`src/rtl/prime_pkg.sv`:
```
// prime_pkg: shared width default and FSM state encoding for the prime generator
package prime_pkg;
    localparam int WIDTH_DEF = 8;
    typedef enum logic [2:0] {IDLE, CAND, DIV, CHECK, EMIT, DONE} state_t;
endpackage

```
`src/rtl/prime_mod_unit.sv`:
```
// prime_mod_unit: serial restoring remainder, dividend % divisor in WIDTH cycles
// ports: clk, rst (async, high), go (start pulse), dividend, divisor -> rem, rdy (one-cycle pulse)
module prime_mod_unit #(
    parameter int WIDTH = 8
) (
    input  logic             clk,
    input  logic             rst,
    input  logic             go,
    input  logic [WIDTH-1:0] dividend,
    input  logic [WIDTH-1:0] divisor,
    output logic [WIDTH-1:0] rem,
    output logic             rdy
);
    localparam int CW = $clog2(WIDTH + 1);
    logic [WIDTH-1:0] r_q, q_q;
    logic [CW-1:0]    cnt_q;
    logic             act_q;
    function automatic logic [WIDTH-1:0] step(input logic [WIDTH-1:0] r, input logic b,
                                              input logic [WIDTH-1:0] dv);
        logic [WIDTH:0] t;
        t = {r, b};
        return t >= {1'b0, dv} ? WIDTH'(t - {1'b0, dv}) : WIDTH'(t);
    endfunction
    // the first bit is consumed on the go edge so rdy lands exactly WIDTH cycles after go
    always_ff @(posedge clk or posedge rst) begin
        if (rst) begin
            r_q   <= '0;
            q_q   <= '0;
            cnt_q <= '0;
            act_q <= 1'b0;
        end else if (go) begin
            r_q   <= step('0, dividend[WIDTH-1], divisor);
            q_q   <= dividend << 1;
            cnt_q <= CW'(WIDTH - 1);
            act_q <= 1'b1;
        end else if (act_q) begin
            if (cnt_q != '0) begin
                r_q   <= step(r_q, q_q[WIDTH-1], divisor);
                q_q   <= q_q << 1;
                cnt_q <= cnt_q - 1'b1;
            end else begin
                act_q <= 1'b0;
            end
        end
    end
    assign rem = r_q;
    assign rdy = act_q && cnt_q == '0;
endmodule

```
`src/rtl/prime_generator.sv`:
```
// prime_generator: emits primes 2..limit in ascending order by trial division
// ports: clk, rst (async, high), start, limit, out_ready -> out_valid, prime, busy, done
module prime_generator
    import prime_pkg::*;
#(
    parameter int WIDTH = WIDTH_DEF
) (
    input  logic             clk,
    input  logic             rst,
    input  logic             start,
    input  logic [WIDTH-1:0] limit,
    input  logic             out_ready,
    output logic             out_valid,
    output logic [WIDTH-1:0] prime,
    output logic             busy,
    output logic             done
);
    state_t             state_q, state_d;
    logic [WIDTH-1:0]   cand_q, cand_d, d_q, d_d, lim_q, lim_d, rem;
    logic [2*WIDTH-1:0] sq;
    logic               go, rdy, last;
    prime_mod_unit #(.WIDTH(WIDTH)) u_mod (
        .clk      (clk),
        .rst      (rst),
        .go       (go),
        .dividend (cand_q),
        .divisor  (d_q),
        .rem      (rem),
        .rdy      (rdy)
    );
    assign sq   = (2*WIDTH)'(d_q) * (2*WIDTH)'(d_q);
    // stopping at cand==limit keeps cand from wrapping when limit is all ones
    assign last = cand_q == lim_q;
    always_comb begin
        state_d = state_q;
        cand_d  = cand_q;
        d_d     = d_q;
        lim_d   = lim_q;
        go      = 1'b0;
        case (state_q)
            IDLE: if (start) begin
                lim_d   = limit;
                cand_d  = WIDTH'(2);
                d_d     = WIDTH'(2);
                state_d = limit < WIDTH'(2) ? DONE : CAND;
            end
            CAND: if (sq > (2*WIDTH)'(cand_q)) state_d = EMIT;
                  else begin
                      go      = 1'b1;
                      state_d = DIV;
                  end
            DIV: if (rdy) state_d = CHECK;
            CHECK: if (rem != '0) begin
                d_d     = d_q + 1'b1;
                state_d = CAND;
            end else if (last) state_d = DONE;
            else begin
                cand_d  = cand_q + 1'b1;
                d_d     = WIDTH'(2);
                state_d = CAND;
            end
            EMIT: if (out_ready) begin
                if (last) state_d = DONE;
                else begin
                    cand_d  = cand_q + 1'b1;
                    d_d     = WIDTH'(2);
                    state_d = CAND;
                end
            end
            DONE: state_d = IDLE;
            default: state_d = IDLE;
        endcase
    end
    always_ff @(posedge clk or posedge rst) begin
        if (rst) begin
            state_q <= IDLE;
            cand_q  <= '0;
            d_q     <= '0;
            lim_q   <= '0;
        end else begin
            state_q <= state_d;
            cand_q  <= cand_d;
            d_q     <= d_d;
            lim_q   <= lim_d;
        end
    end
    assign out_valid = state_q == EMIT;
    assign prime     = state_q == EMIT ? cand_q : '0;
    assign busy      = state_q != IDLE;
    assign done      = state_q == DONE;
endmodule

```
`config.mk`:
```
export PLATFORM = sky130hd
export DESIGN_NAME = prime_generator
export DESIGN_NICKNAME = d
export VERILOG_FILES = /design/src/rtl/prime_pkg.sv /design/src/rtl/prime_mod_unit.sv /design/src/rtl/prime_generator.sv
export SDC_FILE = /design/constraint.sdc
export NUM_CORES = 1
export LEC_CHECK = 0
export CELL_PAD_IN_SITES_DETAIL_PLACEMENT = 1
export CELL_PAD_IN_SITES_GLOBAL_PLACEMENT = 1
export CORE_MARGIN = 1
export CORE_UTILIZATION = 52
export DETAILED_ROUTE_END_ITERATION = 6
export PLACE_DENSITY_LB_ADDON = 0.1
export SYNTH_ARGS = -nofsm -noshare
export SYNTH_HDL_FRONTEND = slang
export SYNTH_SLANG_ARGS = --single-unit
```
`constraint.sdc`:
```
create_clock -name clk -period 9.65 [get_ports clk]
set_input_delay 1.93 -clock clk [delete_from_list [all_inputs] [get_ports clk]]
set_output_delay 1.93 -clock clk [all_outputs]
set_load 0.02 [all_outputs]
```
==> out/metrics.csv, run 1 <==
stage,metric,value,unit
run_status,status,"finished, final reports clean",
die,ios,23,
finish,finalInstanceArea,5270,µm²
sta,worst_slew_pin_slew,1.12,ns
power,swShare,0.433,
grt,grt_pass1_wl,21800,µm
synth,synth_cells,533,
clock_network,clockRootBuffer,clkbuf_8,
grt,grt_pass1_vias,4327,
synth,synth_top_area_share,0.243,
sta,finalCritPeriodShare,0.623,
route,finalWirelength,12700,µm
critical_path,endpoint_kind,register,
critical_path,cp_max_fo,20,
finish,n_antenna_cell,0,
synth,ys_types,60,
critical_path,critical_path.max_stage_delay,0.55,ns
critical_path,critPathMostFrequentCell,fa_1,
hold_path,hold_depth,1,
critical_path,crit_type,register to register,
finish,areaGrowthSynthToFinish,9.09,%
die,num_rows,34,
power,powerDensity,211,nW/µm²
power,power_frac_clock,0.141,
grt,grt_max_degree,48,
grt,grt_overflow,0,
clock_network,h-tree-depth,2,
sta,drv_slew,0,
power,p_switching,0.481,mW
die,die_y,98.4,µm
power,ir_drop,0.139,mV
route,drc,0,
critical_path,worstSetupStartpointType,register,
synth,synth_area,4830,µm²
die,start_util,0.546,
critical_path,path_buf_inv,4,
route,wl_per_cell,19.1,µm
die,die-area,9680,µm²
power,internal_power,0.630,mW
synth,synth_area_per_cell,9.07,µm²
placement,gp_congestion,0.860,
clock_network,cts_buffers,5,
sta,setup_violations,0,
placement,dp_hpwl,10200,µm
synth,async_reset_ff_frac,1.00,
route,vias,3984,
clock_network,clock_path_buffers,2,
synth,yosys_warnings,0,
route,drtAntennaViolNets,0,
clock_network,cts_hold_buf,0,
finish,nets,641,
sta,finClkSkew,0.0162,ns
critical_path,critPathTopFamily,adder cells,
sta,finalCriticalPeriod,6.01,ns
clock_network,cts_tree,done,
critical_path,crit_required,9.85,ns
clock_network,cts_setup_buffers,0,
finish,drive_above_1_share,0.0561,
sta,setup_tns,0,ns
grt,antenna_found_initial,0,
clock_network,clk-insertion-delay-late,0.32,ns
route,initialDrtViolationCount,155,
sta,hold_violations,0,
synth,ys_ff_latch,47,
route,dr.pass1.iters,4,
placement,placed_cell_area,5160,µm²
grt,grt.total_usage,0.286,
clock_network,path_clk_slew,0.11,ns
synth,mappedNetlistNets,622,
die,die_width,98.4,µm
sta,holdWs,0.540,ns
sta,max_slew_margin,0.252,
clock_network,cts_sinks,47,
job,drv_cap,0,
synth,yosys.area.top_type,dfrtp_1,
synth,ys.flop_type,dfrtp_1,
sta,fmax,0.166,GHz
hold_path,hp-class,register to register,
critical_path,cp.depth,20,
critical_path,cp_data_arrival_time,6.21,ns
power,combPwrFrac,0.551,
critical_path,crit_chain,clkinv_1 > nor2_1 > fa_1 > xor2_1 > xnor2_1 > fa_1 > inv_1 > fa_1 > inv_1 > ha_1 > xnor2_1 > ha_1 > a21oi_1 > o21ai_0 > o22a_1 > or4_4 > nor4_4 > nand4b_1 > buf_4 > mux2_1,
synth,ys_seq_area_frac,0.243,
synth,synth.area.top_cells,"dfrtp_1 (24%), ha_1 (13%), fa_1 (11%), mux2i_1 (5.4%), inv_1 (4.6%)",
clock_network,cts_resized,0,
route,viasPerCell,6.03,
power,leakage,2.54,nW
critical_path,cp_slowest_cell,fa_1,
placement,port_buffers,22,
power,power_frac_seq,0.307,
sta,rsz0062_at_grt,no,
die,core_area,8850,µm²
critical_path,reg2reg_depth,20,
synth,synth_edf_count,0,
-- layout by cell type, fill, tap and decap left out, types with 23 or more instances in the layout --
master and count:
inv_1 58, ha_1 51, dfrtp_1 47, mux2i_1 26, xnor2_1 25, fa_1 26, o21ai_0 34, nand2_1 34
a21oi_1 23, nor2_1 51
-- cell usage after synthesis, drive strengths merged, types with 3 or more instances --
library cell	instances
inv	59
nand3	6
a31oi	5
o31a	3
xnor2	25
nor3b	3
o41ai	4
ha	51
nor2b	5
mux2	17
a21boi	4
nor2	51
nor4	3
o211ai	6
and3	4
a21oi	23
nand4b	3
nand2	34
o22ai	3
xor2	4
and2	9
clkbuf	11
or4	4
nor3	6
and3b	4
o21ai	34
mux2i	26
o21a	8
fa	26
a21o	5
dfrtp	47
nand4	8
or2	4
-- registers in the layout, summed over array words and instances (netlist names) --
register / count
u_mod.rem: 8
u_mod.cnt_q: 4
u_mod.q_q: 7
d_q: 8
lim_q: 8
cand_q: 8
u_mod.act_q: 1
state_q: 3
-- stage by stage --
| stage | power, mW | setup WS (ns) | std cells | util |
|---|---|---|---|---|
| after floorplan | 0.794 | 4.18 | 533 | - |
| after global placement | 0.920 | 3.91 | 653 | 0.583 |
| after detailed placement | 0.957 | 3.68 | 653 | 0.583 |
| after CTS | 1.11 | 3.65 | 661 | 0.596 |
| after global routing | 1.20 | 3.37 | 661 | 0.596 |
| final | 1.11 | 3.64 | 661 | 0.596 |
-- worst reg2reg max path, stage by stage, from the launching register on --
cell and delay, ns:
dfrtp_1 0.46, clkinv_1 0.31, nor2_1 0.41, fa_1 0.50, xor2_1 0.21, xnor2_1 0.14
fa_1 0.55, inv_1 0.05, fa_1 0.54, inv_1 0.05, ha_1 0.34, xnor2_1 0.19
ha_1 0.28, a21oi_1 0.15, o21ai_0 0.10, o22a_1 0.20, or4_4 0.49, nor4_4 0.18
nand4b_1 0.15, buf_4 0.25, mux2_1 0.35
-- layer usage --
layer / global-route usage / vias to the layer above / wire length (µm)
li1: - / 1898 / -
met1: 0.395 / 2001 / 5960
met2: 0.492 / 67 / 6120
met3: 0.0308 / 18 / 396
met4: 0.0528 / 0 / 176
met5: 0 / - / 0
-- final cells by class --
class	count	area, µm²
Inverter	61	229
Timing Repair Buffer	25	243
Fill cell	1044	3580
Multi-Input combinational cell	412	3370
Sequential cell	47	1180
Clock buffer	5	68.8
Clock inverter	3	46.3
Tap cell	108	135
-- cell families after synthesis --
kind of cell	share of synthesized area
AOI/OAI and AO/OA	0.147
xor gates and xnor gates	0.0526
adders and majority gates	0.240
buffers and inverters	0.0585
DFF	0.243
muxes	0.0943
and+or+nand+nor	0.165
-- path summary, 6_finish.rpt --
| kind | from | to | slack (ns) |
|---|---|---|---|
| setup / recovery | d_q[6] | u_mod.rem[2] | 3.64 |
| hold / removal | lim_q[6] | lim_q[6] | 0.54 |
| setup reg to reg | d_q[6] | u_mod.rem[2] | 3.64 |
| hold reg to reg | lim_q[6] | lim_q[6] | 0.54 |
| max in group asynchronous | rst | state_q[0] | 6.83 |
| min in group asynchronous | rst | lim_q[3] | 2.18 |
-- power groups by stage --
stage | registers (mW) | logic, mW | clock network [mW]
after CTS | 0.342 | 0.617 | 0.155
after global routing | 0.352 | 0.678 | 0.166
after global placement | 0.340 | 0.580 | 0
after detailed placement | 0.346 | 0.612 | 0
after floorplan | 0.311 | 0.482 | 0
final | 0.341 | 0.612 | 0.157
Power figures use the tool's default switching activity.
==> run 2: changes to the inputs <==
- CORE_UTILIZATION: 52 -> 43
- clock period: 9.65 -> 5.01 ns (I/O delays scaled with it)
==> run 2 against run 1 <==
  * The flow now finishes with violations (negative setup slack)
  * Global-route usage is 1.1 points lower
  * Routed wire length is 17% higher
  * First-iteration DRC count is 26% lower
  * Maximum frequency is 10% higher
  * Sequential power is 94% higher
  * Die area is 20% higher
  * Register-to-register slack worse by 4.1 ns
  * Sequential share of layout area is 3.2 points lower
  * Clock power is 93% higher
  * Critical path type unchanged
==> out/metrics.csv, run 2 (same netlist as run 1, synthesis figures left out) <==
stage,metric,value,unit
run_status,status,"complete, but fails checks",
run_status,violations,negative setup slack,
sta,rsz0062_at_grt,yes,
power,p_total,2.33,mW
power,powerDensity,377,nW/µm²
clock_network,clk-insertion-delay-late,0.33,ns
finish,layout_commonest_cell,buf_4,
critical_path,cp_max_fo,6,
grt,antenna_found_initial,0,
clock_network,h-tree-depth,2,
grt,grt_overflow,0,
clock_network,cts_buffers,5,
clock_network,clock_path_buffers,2,
hold_path,min-delay-start,u_mod.q_q[1],
power,ir_drop,0.243,mV
route,dr.pass1.iters,4,
die,die_y,108,µm
route,initialDrtViolationCount,115,
power,swShare,0.427,
critical_path,r2r-start,d_q[4],
sta,fmax,0.183,GHz
power,p_switching,0.996,mW
critical_path,cp_data_arrival_time,5.66,ns
power,leakage,2.94,nW
placement,placed_cell_area,5770,µm²
placement,dp_hpwl,11200,µm
route,drtAntennaViolNets,0,
die,core_area,10900,µm²
job,drv_cap,0,
route,viasPerCell,5.59,
finish,areaGrowthSynthToFinish,28.1,%
clock_network,cts_tree,done,
sta,finClkSkew,0.0147,ns
grt,grt_max_degree,48,
die,die_width,108,µm
finish,finalInstanceArea,6190,µm²
die,die-area,11700,µm²
grt,grt.total_usage,0.276,
sta,finalCriticalPeriod,5.45,ns
finish,nets,716,
critical_path,critPathLaunch,d_q[4],
grt,grt_pass1_vias,4879,
route,wl_per_cell,19.3,µm
die,num_rows,38,
sta,worst_slew_pin_slew,1.08,ns
route,drc,0,
hold_path,hp-class,register to register,
sta,setup_slack,-0.444,ns
sta,max_slew_margin,0.276,
route,finalWirelength,14800,µm
sta,setup_violations,22,
clock_network,path_clk_slew,0.11,ns
power,internal_power,1.34,mW
grt,grt_pass1_wl,24600,µm
power,power_frac_clock,0.130,
sta,hold_violations,0,
sta,drv_slew,0,
sta,finalCritPeriodShare,1.09,
finish,final_cell_mix,"buf_4 (73), inv_1 (47), ha_1 (42), nor2_1 (41), dfrtp_1 (39)",
clock_network,clockRootBuffer,clkbuf_8,
critical_path,crit_required,5.22,ns
power,combPwrFrac,0.586,
clock_network,cts_hold_buf,0,
finish,n_antenna_cell,0,
placement,port_buffers,22,
power,power_frac_seq,0.284,
die,ios,23,
critical_path,endpoint_kind,register,
die,start_util,0.444,
critical_path,worstSetupStartpointType,register,
finish,drive_above_1_share,0.261,
clock_network,cts_sinks,47,
critical_path,reg2reg_slack,-0.44,ns
critical_path,crit_type,register to register,
placement,gp_congestion,0.840,
route,vias,4296,
run 2: cell count changes in the layout (fill, tap and decap cells not counted), moves of 6 or more:
| cell | previous run | this run |
|---|---|---|
| dfrtp_1 | 47 | 39 |
| buf_4 | 3 | 73 |
| nor2_1 | 51 | 41 |
| inv_2 | 1 | 7 |
| ha_1 | 51 | 42 |
| inv_1 | 58 | 47 |
| mux2_4 | 1 | 7 |
| ha_4 | 0 | 8 |
| mux2_1 | 6 | 0 |
| dfrtp_2 | 0 | 8 |
| nor2_4 | 0 | 7 |
run 2: path summary, 6_finish.rpt:
kind | end | depth (start not counted)
max | u_mod.rem[2] | 23
min | u_mod.q_q[1] | 2
max reg2reg | u_mod.rem[2] | 23
min reg2reg | u_mod.q_q[1] | 2
max in group asynchronous | d_q[6] | 2
min in group asynchronous | cand_q[4] | 2
run 2: worst max-delay path, cell delays in order (launching register included):
cell and delay [ns]:
dfrtp_2 0.43, buf_4 0.13, nand2_2 0.06, fa_2 0.36, inv_2 0.07, fa_1 0.45
ha_1 0.30, inv_1 0.06, fa_1 0.53, inv_2 0.05, ha_4 0.23, a21o_1 0.18
a21oi_4 0.19, xnor2_4 0.16, ha_4 0.25, nand4_1 0.14, a21oi_1 0.06, o22a_1 0.25
or4_4 0.44, nor4_4 0.27, nand4b_1 0.15, buf_6 0.16, buf_8 0.13, mux2_4 0.30
run 2: layout make-up:
type	instances	area (µm²)
inverter	61	250
clock buffer	5	68.8
timing repair buffer	100	828
tap	140	175
fill	1228	4700
multi-input combinational	412	3640
sequential	47	1190
clock inverter	3	46.3
run 2: stage by stage:
step / cells / TNS (ns) / worst slack, ns / hold WS, ns / util
after global placement: 743 / -8.36 / -0.459 / 0.512 / 0.530
after floorplan: 533 / -0.0968 / -0.0138 / 0.489 / -
after detailed placement: 743 / -11.68 / -0.622 / 0.525 / 0.530
after global routing: 768 / -10.76 / -0.581 / 0.557 / 0.569
after CTS: 766 / -7.99 / -0.465 / 0.541 / 0.562
final: 768 / -7.61 / -0.444 / 0.533 / 0.569
run 2: power groups by stage:
| stage | clock (mW) | sequential, mW | combinational (mW) |
|---|---|---|---|
| 6_report | 0.303 | 0.662 | 1.37 |
| 5_1_grt | 0.320 | 0.682 | 1.49 |
| 4_1_cts | 0.307 | 0.660 | 1.36 |
| 3_5_place_dp | 0 | 0.665 | 1.30 |
| 3_3_place_gp | 0 | 0.650 | 1.24 |
| 2_1_floorplan | 0 | 0.602 | 0.991 |
run 2: repair_timing:
item	CTS	global route
pin swaps	18	11
gates resized for setup	31	15
gates cloned	1	0
endpoints found under the setup margin	22	22
buffers inserted	14	2
run 2: routing by layer:
layer / GRT usage / up-vias / part of all wire
met4: 0.110 / 0 / 0.033
li1: - / 2047 / -
met3: 0.0494 / 40 / 0.032
met2: 0.475 / 85 / 0.49
met1: 0.341 / 2124 / 0.44
met5: 0 / - / 0
==> run 3: changes to the inputs <==
- CORE_UTILIZATION: 43 -> 48
- CTS_CLUSTER_DIAMETER: default -> 200
- clock period: 5.01 -> 5.55 ns (I/O delays scaled with it)
==> run 3 against run 2 <==
  * The flow still finishes with violations (negative setup slack)
  * Cell count shrank 5.5%
  * Largest cell class unchanged
  * Sequential cell count is the same
  * Non-clock buffer count shrank 34
  * Die area shrank 10%
  * Critical path depth shrank 2
  * Via count shrank 0.30%
  * Power shrank 13%
==> out/metrics.csv, run 3 (same netlist as run 1, synthesis figures left out) <==
stage,metric,value,unit
clock_network,clock_path_buffers,2,
power,power_frac_seq,0.290,
power,power_frac_clock,0.104,
critical_path,critPathLaunch,d_q[1],
clock_network,clk-insertion-delay-late,0.31,ns
finish,n_antenna_cell,0,
die,num_rows,36,
clock_network,cts_buffers,5,
route,drc,0,
finish,fillCellCount,1162,
grt,grt_pass1_vias,4310,
critical_path,r2r-start,d_q[1],
sta,max_slew_margin,0.256,
critical_path,cp_max_fo,5,
job,drv_cap,0,
sta,finClkSkew,0.0146,ns
grt,grt_max_degree,48,
clock_network,cts_hold_buf,0,
power,combPwrFrac,0.606,
route,wl_per_cell,21.0,µm
critical_path,crit_required,5.74,ns
grt,grt_overflow,0,
finish,drive_above_1_share,0.201,
die,die_width,102,µm
critical_path,endpoint_kind,register,
power,p_switching,0.891,mW
run_status,status,"complete, but fails checks",
route,dr.pass1.iters,4,
sta,worst_slew_pin_slew,1.11,ns
critical_path,worstSetupStartpointType,register,
clock_network,cts_sinks,47,
grt,antenna_found_initial,0,
power,powerDensity,348,nW/µm²
die,die-area,10500,µm²
route,finalWirelength,15200,µm
hold_path,hold_depth,1,
finish,areaGrowthSynthToFinish,21.1,%
placement,port_buffers,22,
sta,setup_slack,-0.00417,ns
clock_network,clockRootBuffer,clkbuf_8,
critical_path,reg2reg_depth,21,
placement,dpl_worst_slack,-0.0113,ns
grt,grt.total_usage,0.272,
die,ios,23,
power,leakage,2.75,nW
placement,placed_cell_area,5400,µm²
sta,setup_violations,1,
placement,dp_hpwl,10700,µm
finish,final_core_util,0.598,
grt,grt_pass1_wl,21700,µm
finish,finalInstanceArea,5850,µm²
route,vias,4283,
sta,finalCritPeriodShare,1.00,
clock_network,path_clk_slew,0.10,ns
finish,final_cell_mix,"inv_1 (47), dfrtp_1 (47), nor2_1 (42), ha_1 (42), buf_4 (35)",
sta,hold_violations,0,
sta,fmax,0.180,GHz
route,initialDrtViolationCount,191,
clock_network,h-tree-depth,2,
run_status,violations,negative setup slack,
placement,gp_congestion,0.801,
die,core_area,9770,µm²
power,swShare,0.438,
finish,nets,682,
die,start_util,0.494,
power,ir_drop,0.205,mV
placement,placed_cells,705,
finish,finalNonFillerCells,726,
route,viasPerCell,5.90,
sta,finalCriticalPeriod,5.55,ns
critical_path,cp_data_arrival_time,5.74,ns
clock_network,cts_tree,done,
critical_path,crit_type,register to register,
power,internal_power,1.14,mW
sta,rsz0062_at_grt,yes,
sta,drv_slew,0,
hold_path,min-delay-start,lim_q[7],
route,drtAntennaViolNets,0,
hold_path,hp-class,register to register,
die,die_y,102,µm
## run 3: per-layer routing
| layer | global-route usage | wire, µm | up-vias |
|---|---|---|---|
| li1 | - | - | 1980 |
| met5 | 0 | 0 | - |
| met4 | 0.0648 | 406 | 0 |
| met3 | 0.0363 | 588 | 34 |
| met2 | 0.471 | 7510 | 104 |
| met1 | 0.359 | 6740 | 2165 |
## run 3: per-stage QoR
| step | power, mW | setup TNS [ns] | hold slack (ns) |
|---|---|---|---|
| final | 2.04 | -0.00417 | 0.538 |
| after global routing | 2.17 | -1.95 | 0.559 |
| after CTS | 1.91 | 0 | 0.541 |
| after detailed placement | 1.68 | -0.0198 | 0.520 |
| after global placement | 1.61 | 0 | 0.505 |
| after floorplan | 1.38 | 0 | 0.489 |
## run 3: layout make-up
cell class                 instances  area [µm²]  share of cell area
tap                              133         166              0.0284
timing repair buffer              66         607               0.104
inverter                          61         229              0.0391
multi-input combinational        412        3590               0.613
clock buffer                       5        68.8              0.0118
clock inverter                     2        13.8             0.00235
sequential                        47        1180               0.201
## run 3: final timing paths
path                       slack, ns            to
max                           -0.004  u_mod.rem[5]
max in group asynchronous       3.56  u_mod.q_q[6]
min in group asynchronous       1.37  u_mod.q_q[2]
min reg2reg                     0.54      lim_q[7]
min                             0.54      lim_q[7]
max reg2reg                   -0.004  u_mod.rem[5]
## run 3: repair_timing
action                     in CTS  in global routing
setup endpoints to repair       7                 19
resized for setup               1                 60
pin swaps                       0                 27
gates cloned                    0                  1
hold endpoints to repair        0                  0
buffers inserted                0                 13
## run 3: power by group through the flow
stage	clock [mW]	combinational, mW	sequential, mW
5_1_grt	0.224	1.34	0.605
3_5_place_dp	0	1.09	0.588
3_3_place_gp	0	1.03	0.578
4_1_cts	0.214	1.11	0.582
6_report	0.212	1.23	0.589
2_1_floorplan	0	0.839	0.541
## run 3: worst max-delay path, cell delays in order (launching register included)
cell	delay, ns
dfrtp_1	0.43
inv_2	0.13
buf_4	0.16
nor2_4	0.05
fa_1	0.56
inv_1	0.06
fa_1	0.52
fa_1	0.57
inv_1	0.07
ha_1	0.32
a21oi_2	0.16
xnor2_1	0.09
ha_1	0.34
a21oi_2	0.14
o21ai_1	0.09
o22a_1	0.19
or4_4	0.43
nor4_4	0.26
nand4b_1	0.22
buf_12	0.19
buf_6	0.13
mux2_1	0.31
